## config.mk

```make
export PLATFORM = sky130hd
export DESIGN_NAME = freq_meter_ar_flat
export DESIGN_NICKNAME = d
export VERILOG_FILES = /design/src/rtl/freq_meter_ar_if.sv /design/src/rtl/freq_meter_ar.sv /design/src/flat_wrapper.sv
export SDC_FILE = /design/constraint.sdc
export NUM_CORES = 1
export LEC_CHECK = 0
export BUFFER_PORTS_ARGS = -buffer_cell sky130_fd_sc_hd__clkbuf_2
export CORE_MARGIN = 10
export CORE_UTILIZATION = 60
export CTS_BUF_LIST = sky130_fd_sc_hd__clkbuf_2
export DETAILED_ROUTE_END_ITERATION = 10
export PLACE_DENSITY = 0.79
export SYNTH_ARGS = -nofsm -noshare
export SYNTH_HDL_FRONTEND = slang
export SYNTH_SLANG_ARGS = --single-unit
export TNS_END_PERCENT = 30
```

## constraint.sdc

```tcl
create_clock -name sysclk -period 3.3 [get_ports sysclk]
set_clock_uncertainty 0.15 [all_clocks]
set_input_delay 0.33 -clock sysclk [delete_from_list [all_inputs] [get_ports sysclk]]
set_output_delay 0.33 -clock sysclk [all_outputs]
set_load 0.02 [all_outputs]
```

## src/rtl/freq_meter_ar_if.sv

```systemverilog
// freq_meter_ar_if: measurement/display bus of the auto-ranging frequency meter.
// master = measurement source / consumer side, slave = freq_meter_ar core.
`timescale 1ns/1ps

interface freq_meter_ar_if #(
  parameter int DIGITS = 4
) ();
  logic                  sigin;
  logic [1:0]            modecontrol;
  logic                  hold;
  logic [4*DIGITS-1:0]   result;
  logic [1:0]            range;
  logic                  highfreq;
  logic                  overflow;
  logic                  valid;
  logic [6:0]            cathodes;
  logic [DIGITS-1:0]     an;

  modport master (
    output sigin, modecontrol, hold,
    input  result, range, highfreq, overflow, valid, cathodes, an
  );

  modport slave (
    input  sigin, modecontrol, hold,
    output result, range, highfreq, overflow, valid, cathodes, an
  );
endinterface

```

## src/rtl/freq_meter_ar.sv

```systemverilog
// freq_meter_ar: auto-ranging BCD frequency meter with multiplexed 7-segment output.
// Optional feature macro: FM_AUTORANGE_EN. Defined: the gate range steps by decades
// on overflow/underflow and modecontrol is ignored. Undefined (default): the range
// is loaded from the clamped modecontrol input at every terminal cycle.
`timescale 1ns/1ps

module freq_meter_ar #(
  parameter int CLK_HZ   = 100_000_000,
  parameter int DIGITS   = 4,
  parameter int NRANGES  = 3,
  parameter int SCAN_DIV = 100_000
) (
  input logic           sysclk,
  input logic           rst,
  freq_meter_ar_if.slave bus
);

  localparam int GW = (CLK_HZ > 2) ? $clog2(CLK_HZ) : 1;
  localparam int SW = (SCAN_DIV > 1) ? $clog2(SCAN_DIV) : 1;
  localparam int IW = (DIGITS > 1) ? $clog2(DIGITS) : 1;
  localparam int BW = 4 * DIGITS;

  localparam logic [GW-1:0] GATE_LAST0 = GW'(CLK_HZ - 1);
  localparam logic [GW-1:0] GATE_LAST1 = GW'(CLK_HZ / 10 - 1);
  localparam logic [GW-1:0] GATE_LAST2 = GW'(CLK_HZ / 100 - 1);
  localparam logic [GW-1:0] GATE_LAST3 = GW'(CLK_HZ / 1000 - 1);
  localparam logic [SW-1:0] SCAN_LAST  = SW'(SCAN_DIV - 1);
  localparam logic [IW-1:0] IDX_LAST   = IW'(DIGITS - 1);
  localparam logic [1:0]    RMAX       = 2'(NRANGES - 1);
  localparam logic [BW-1:0] BCD_ALL9   = {DIGITS{4'h9}};
  localparam logic [BW-1:0] BCD_ONE    = {{(BW-1){1'b0}}, 1'b1};
  localparam logic [DIGITS-1:0] AN_RST = {{(DIGITS-1){1'b1}}, 1'b0};

  // Last gate-counter value of the window for decade range r.
  function automatic logic [GW-1:0] gate_last(input logic [1:0] r);
    case (r)
      2'd0:    gate_last = GATE_LAST0;
      2'd1:    gate_last = GATE_LAST1;
      2'd2:    gate_last = GATE_LAST2;
      default: gate_last = GATE_LAST3;
    endcase
  endfunction

  // BCD increment of a non-saturated cascade (ripple carry through 9s).
  function automatic logic [BW-1:0] bcd_inc(input logic [BW-1:0] v);
    logic [BW-1:0] o;
    logic          c;
    o = v;
    c = 1'b1;
    for (int i = 0; i < DIGITS; i++) begin
      if (c) begin
        if (v[4*i +: 4] == 4'd9) begin
          o[4*i +: 4] = 4'd0;
        end else begin
          o[4*i +: 4] = v[4*i +: 4] + 4'd1;
          c = 1'b0;
        end
      end else begin
        o[4*i +: 4] = v[4*i +: 4];
      end
    end
    return o;
  endfunction

  // Active-low segment pattern (bit0=a .. bit6=g); codes A-F blank.
  function automatic logic [6:0] seg_decode(input logic [3:0] d);
    case (d)
      4'd0:    seg_decode = 7'b1000000;
      4'd1:    seg_decode = 7'b1111001;
      4'd2:    seg_decode = 7'b0100100;
      4'd3:    seg_decode = 7'b0110000;
      4'd4:    seg_decode = 7'b0011001;
      4'd5:    seg_decode = 7'b0010010;
      4'd6:    seg_decode = 7'b0000010;
      4'd7:    seg_decode = 7'b1111000;
      4'd8:    seg_decode = 7'b0000000;
      4'd9:    seg_decode = 7'b0010000;
      default: seg_decode = 7'b1111111;
    endcase
  endfunction

  logic              sync1_r, sync2_r, sync3_r;
  logic              rise_s;
  logic [GW-1:0]     gate_r;
  logic              terminal_s;
  logic [BW-1:0]     bcd_r;
  logic              wovf_r;
  logic [1:0]        range_r;
  logic [1:0]        range_nxt_s;
  logic [BW-1:0]     result_r;
  logic [1:0]        pub_range_r;
  logic              highfreq_r;
  logic              overflow_r;
  logic              valid_r;
  logic [SW-1:0]     scan_r;
  logic              scan_wrap_s;
  logic [IW-1:0]     idx_r;
  logic [IW-1:0]     idx_nxt_s;
  logic [3:0]        digit_s;
  logic [DIGITS-1:0] an_nxt_s;
  logic [DIGITS-1:0] an_r;
  logic [6:0]        cathodes_r;

  assign rise_s      = sync2_r & ~sync3_r;
  assign terminal_s  = (gate_r == gate_last(range_r));
  assign scan_wrap_s = (scan_r == SCAN_LAST);

  // Two-flop synchroniser for sigin plus a delayed copy for rising-edge detection.
  always_ff @(posedge sysclk or posedge rst) begin
    if (rst) begin
      sync1_r <= 1'b0;
      sync2_r <= 1'b0;
      sync3_r <= 1'b0;
    end else begin
      sync1_r <= bus.sigin;
      sync2_r <= sync1_r;
      sync3_r <= sync2_r;
    end
  end

  // Gate window counter; restarts after the terminal cycle of the current range.
  always_ff @(posedge sysclk or posedge rst) begin
    if (rst) begin
      gate_r <= '0;
    end else if (terminal_s) begin
      gate_r <= '0;
    end else begin
      gate_r <= gate_r + GW'(1);
    end
  end

  // BCD edge counter with sticky saturation; a terminal-cycle edge seeds the next window.
  always_ff @(posedge sysclk or posedge rst) begin
    if (rst) begin
      bcd_r  <= '0;
      wovf_r <= 1'b0;
    end else if (terminal_s) begin
      bcd_r  <= rise_s ? BCD_ONE : '0;
      wovf_r <= 1'b0;
    end else if (rise_s) begin
      if (bcd_r == BCD_ALL9) begin
        wovf_r <= 1'b1;
      end else begin
        bcd_r <= bcd_inc(bcd_r);
      end
    end
  end

  // Range for the next window: decade stepping or clamped manual selection.
  always_comb begin
    range_nxt_s = range_r;
`ifdef FM_AUTORANGE_EN
    if (wovf_r && (range_r < RMAX)) begin
      range_nxt_s = range_r + 2'd1;
    end else if (!wovf_r && (bcd_r[BW-1 -: 4] == 4'd0) && (range_r != 2'd0)) begin
      range_nxt_s = range_r - 2'd1;
    end else begin
      range_nxt_s = range_r;
    end
`else
    if (bus.modecontrol > RMAX) begin
      range_nxt_s = RMAX;
    end else begin
      range_nxt_s = bus.modecontrol;
    end
`endif
  end

  // Active range register; keeps adapting even while published outputs are held.
  always_ff @(posedge sysclk or posedge rst) begin
    if (rst) begin
      range_r <= 2'd0;
    end else if (terminal_s) begin
      range_r <= range_nxt_s;
    end
  end

  // Publish the finished window unless hold is set; valid marks the update cycle.
  always_ff @(posedge sysclk or posedge rst) begin
    if (rst) begin
      result_r    <= '0;
      pub_range_r <= 2'd0;
      highfreq_r  <= 1'b0;
      overflow_r  <= 1'b0;
      valid_r     <= 1'b0;
    end else begin
      valid_r <= terminal_s & ~bus.hold;
      if (terminal_s && !bus.hold) begin
        result_r    <= bcd_r;
        pub_range_r <= range_r;
        highfreq_r  <= (range_r != 2'd0);
        overflow_r  <= wovf_r;
      end
    end
  end

  // Next digit index and its anode pattern / BCD digit for the following scan step.
  always_comb begin
    idx_nxt_s = (idx_r == IDX_LAST) ? '0 : idx_r + IW'(1);
    digit_s   = 4'h0;
    an_nxt_s  = '1;
    for (int i = 0; i < DIGITS; i++) begin
      if (IW'(i) == idx_nxt_s) begin
        digit_s     = result_r[4*i +: 4];
        an_nxt_s[i] = 1'b0;
      end else begin
        an_nxt_s[i] = 1'b1;
      end
    end
  end

  // Free-running scan prescaler; digit, anodes and segments change only on its wrap.
  always_ff @(posedge sysclk or posedge rst) begin
    if (rst) begin
      scan_r     <= '0;
      idx_r      <= '0;
      an_r       <= AN_RST;
      cathodes_r <= 7'b1000000;
    end else if (scan_wrap_s) begin
      scan_r     <= '0;
      idx_r      <= idx_nxt_s;
      an_r       <= an_nxt_s;
      cathodes_r <= seg_decode(digit_s);
    end else begin
      scan_r <= scan_r + SW'(1);
    end
  end

  assign bus.result   = result_r;
  assign bus.range    = pub_range_r;
  assign bus.highfreq = highfreq_r;
  assign bus.overflow = overflow_r;
  assign bus.valid    = valid_r;
  assign bus.an       = an_r;
  assign bus.cathodes = cathodes_r;

endmodule

```

## src/flat_wrapper.sv

```systemverilog
// flat-port wrapper written by rule: the top's interface ports become plain ports
module freq_meter_ar_flat 
#(
  parameter int CLK_HZ   = 100_000_000,
  parameter int DIGITS   = 4,
  parameter int NRANGES  = 3,
  parameter int SCAN_DIV = 100_000
)
  (sysclk, rst, bus_sigin, bus_modecontrol, bus_hold, bus_result, bus_range, bus_highfreq, bus_overflow, bus_valid, bus_cathodes, bus_an);
  freq_meter_ar_if #(.DIGITS(DIGITS)) bus_i ();
  input logic sysclk;
  input logic rst;
  input wire logic [$bits(bus_i.sigin)-1:0] bus_sigin;
  input wire logic [$bits(bus_i.modecontrol)-1:0] bus_modecontrol;
  input wire logic [$bits(bus_i.hold)-1:0] bus_hold;
  output wire logic [$bits(bus_i.result)-1:0] bus_result;
  output wire logic [$bits(bus_i.range)-1:0] bus_range;
  output wire logic [$bits(bus_i.highfreq)-1:0] bus_highfreq;
  output wire logic [$bits(bus_i.overflow)-1:0] bus_overflow;
  output wire logic [$bits(bus_i.valid)-1:0] bus_valid;
  output wire logic [$bits(bus_i.cathodes)-1:0] bus_cathodes;
  output wire logic [$bits(bus_i.an)-1:0] bus_an;
  assign bus_i.sigin = bus_sigin;
  assign bus_i.modecontrol = bus_modecontrol;
  assign bus_i.hold = bus_hold;
  assign bus_result = bus_i.result;
  assign bus_range = bus_i.range;
  assign bus_highfreq = bus_i.highfreq;
  assign bus_overflow = bus_i.overflow;
  assign bus_valid = bus_i.valid;
  assign bus_cathodes = bus_i.cathodes;
  assign bus_an = bus_i.an;
  freq_meter_ar #(.CLK_HZ(CLK_HZ), .DIGITS(DIGITS), .NRANGES(NRANGES), .SCAN_DIV(SCAN_DIV)) u_core (.sysclk(sysclk), .rst(rst), .bus(bus_i));
endmodule
```

==> out/results.ini <==
[detailed_routing]
drt_iter0_drc=273
wl_per_cell_um=16.0
drc_errors=0
wl_um=10700
vias_per_cell=5.92
first_pass_iters=5
drtAntennaViolNets=0
vias=3956

[outcome]
outcome=finished clean

[timing]
tns_ns=0
fin_crit_sh=0.910
drv_slew=0
hold_viol_final=0
post-route-min-period_ns=3.00
finalSetupViolCount=0
fmax_mhz=333
tightest_slew_ns=0.685
setup_ws_ns=0.297
relSlewSlack=0.542
fin_hold_ws_ns=0.0573
rsz0062_at_grt=no

[critical_path]
cp_top_family=simple AND/OR/NAND/NOR gates
crit_slowest_cell=a2111o_1
r2r-start=u_core.range_r[1]
crit_path_max_incr_delay_ns=0.49
critPathCaptureType=flop
crit_cells=8
reg2reg_slack_ns=0.30
path_cells=inv_1 > ha_1 > nor2_1 > or3_1 > a2111o_1 > nor4_4 > buf_4 > mux2_2
reg2regPathDepth=8
critical_path_required_ns=3.63
crit_fanout=21
critPathKind=flop to flop
crit_path_start=u_core.range_r[1]
endpoint=u_core.bus.result[10]
critPathLaunchType=flop
critPathBufInv=2
worstPathArrival_ns=3.33
reg2reg_to=u_core.bus.result[10]

[finish]
fillers=668
diodes=0
fin_nets=588
syn2layout_area_growth_pct=9.64
drive_above_1_share=0.163

[synthesis]
syn_area_sq_um=5140
yosys.cell_count.top_type=dfrtp_1
synth.top_cell.area_share=0.467
synthFlopType=dfrtp_1
syn_area_per_cell_sq_um=10.1
synth-edff-count=0
synthArstFlopShare=1.00
yosysTopAreaCell=dfrtp_1
ys_ff_latch=100
synth_cells=507
ys_seq_area_frac=0.488
yosysWarnings=0
synth.area.top_cells=dfrtp_1, ha_1, mux2_2
synthTopCellsByCount=dfrtp_1, nor2_1, nand2_1
syn_nets=537
synth_cell_types=52

[global_route]
grt_overflow=0
grt_pass1_vias=3834
grt_pass1_wl_um=18200
grtUsageTotal=0.170
grt_max_degree=54
antenna_found_initial=0

[die]
dieArea_sq_um=12700
die_h_um=113
die_w_um=113
rows=33
io_pins=38
core_sq_um=8260
start_util=0.622

[placement]
place_ws_ns=0.318
gp_congestion=0.907
io_buffers=37
hpwl_um=7920

[clock_tree]
clkTransAtPathRegs_ns=0.24
cts_htree_levels=3
cts.sinks=100
root_buffer=clkbuf_2
cts_tree=yes
worstSkewPairLatency_ns=0.56
cts_buffer_depth=2
cts_buffers=9

[run]
maxCapViolCount=0

[pwr]
p_leak_nw=2.62
peakVddDrop_mv=0.304
power_density_nw_per_um2=349

[worst_hold_path]
hold_class=primary input to flop

state kept, by name, summed over array words and instances (netlist names):
signal               count
u_core.wovf_r            1
u_core.bus.an            4
u_core.sync3_r           1
u_core.range_r           2
u_core.gate_r           27
u_core.bus.highfreq      1
u_core.bus.valid         1
u_core.bus.overflow      1
u_core.sync2_r           1
u_core.bus.range         2
u_core.bcd_r            16
u_core.bus.cathodes      7
u_core.idx_r             2
u_core.sync1_r           1
u_core.scan_r           17
u_core.bus.result       16
worst min-delay path, stage by stage:
cell and delay [ns]:
clkbuf_2 0.12, nor4_4 0.05, buf_4 0.21
report_power, final:
group	total, W	internal, W	switching [W]
registers	0.00130	0.00126	0.0000484
logic	0.000106	0.0000420	0.0000644
clock network	0.000558	0.000171	0.000387
total	0.00197	0.00147	0.000499
metal layers:
metal	part of all wire	vias up	global-route usage
li1	-	1892	-
met1	0.45	1941	0.218
met2	0.48	108	0.275
met3	0.051	15	0.0399
met4	0.016	0	0.0618
met5	0	-	0
per-stage QoR:
step           instance area [sq um]  utilization  cells  total power (W)
4_1_cts                         5630        0.682    668          0.00198
3_5_place_dp                    5480        0.663    647          0.00142
2_1_floorplan                   5140            -    507          0.00138
5_1_grt                         5630        0.682    668          0.00205
6_report                        5630        0.682    668          0.00197
3_3_place_gp                    5480        0.663    647          0.00142
cells by family after synthesis:
kind of cell,after synthesis,share of synthesized area
adders and majority gates,24,0.0584
DFF,100,0.488
buffers and inverters,35,0.0295
and+or+nand+nor,216,0.221
muxes,25,0.0536
xor gates and xnor gates,37,0.0631
AOI/OAI and AO/OA,70,0.0864
how the worst min path moves through the flow:
stage,cells after the start,slack (ns),start,endpoint
2_1_floorplan,0,0.18,u_core.sync1_r,u_core.sync2_r
3_3_place_gp,0,0.19,u_core.sync1_r,u_core.sync2_r
3_5_place_dp,0,0.20,u_core.sync1_r,u_core.sync2_r
4_1_cts,3,0.004,bus_hold,u_core.bus.valid
5_1_grt,3,0.03,bus_hold,u_core.bus.valid
6_report,3,0.06,bus_hold,u_core.bus.valid
cell type report:
cell class | instances | area [sq um] | area share
clock inverters | 6 | 55.1 | 0.00977
clock buffers | 10 | 50.0 | 0.00888
well taps | 105 | 131 | 0.0233
multi-input cells | 372 | 2480 | 0.440
flip-flops and latches | 100 | 2510 | 0.445
repair buffers | 55 | 333 | 0.0591
inverters | 20 | 77.6 | 0.0138
placed cells by master, fill, tap and decap left out, types with 6 or more instances in the layout:
master,synthesis,final
a211oi_1,9,9
nand4_1,15,15
nor2_1,56,56
xor2_1,24,24
nor3_1,14,14
dfrtp_1,96,96
and3_1,6,6
a21oi_1,17,17
nand2_1,45,45
xnor2_1,13,13
ha_1,24,24
nor3b_1,8,8
nand3_1,25,25
clkbuf_2,1,47
nand3b_1,10,10
o21ai_0,21,21
mux2_2,20,20
inv_1,20,19
buf_4,0,13
timing repair:
item                                   in CTS  in global routing
resized for setup                           0                  0
endpoints found under the hold margin      54                  0
setup buffers                               0                  0
hold buffers                                5                  0
Note: power is estimated with default switching activity, not from simulation.
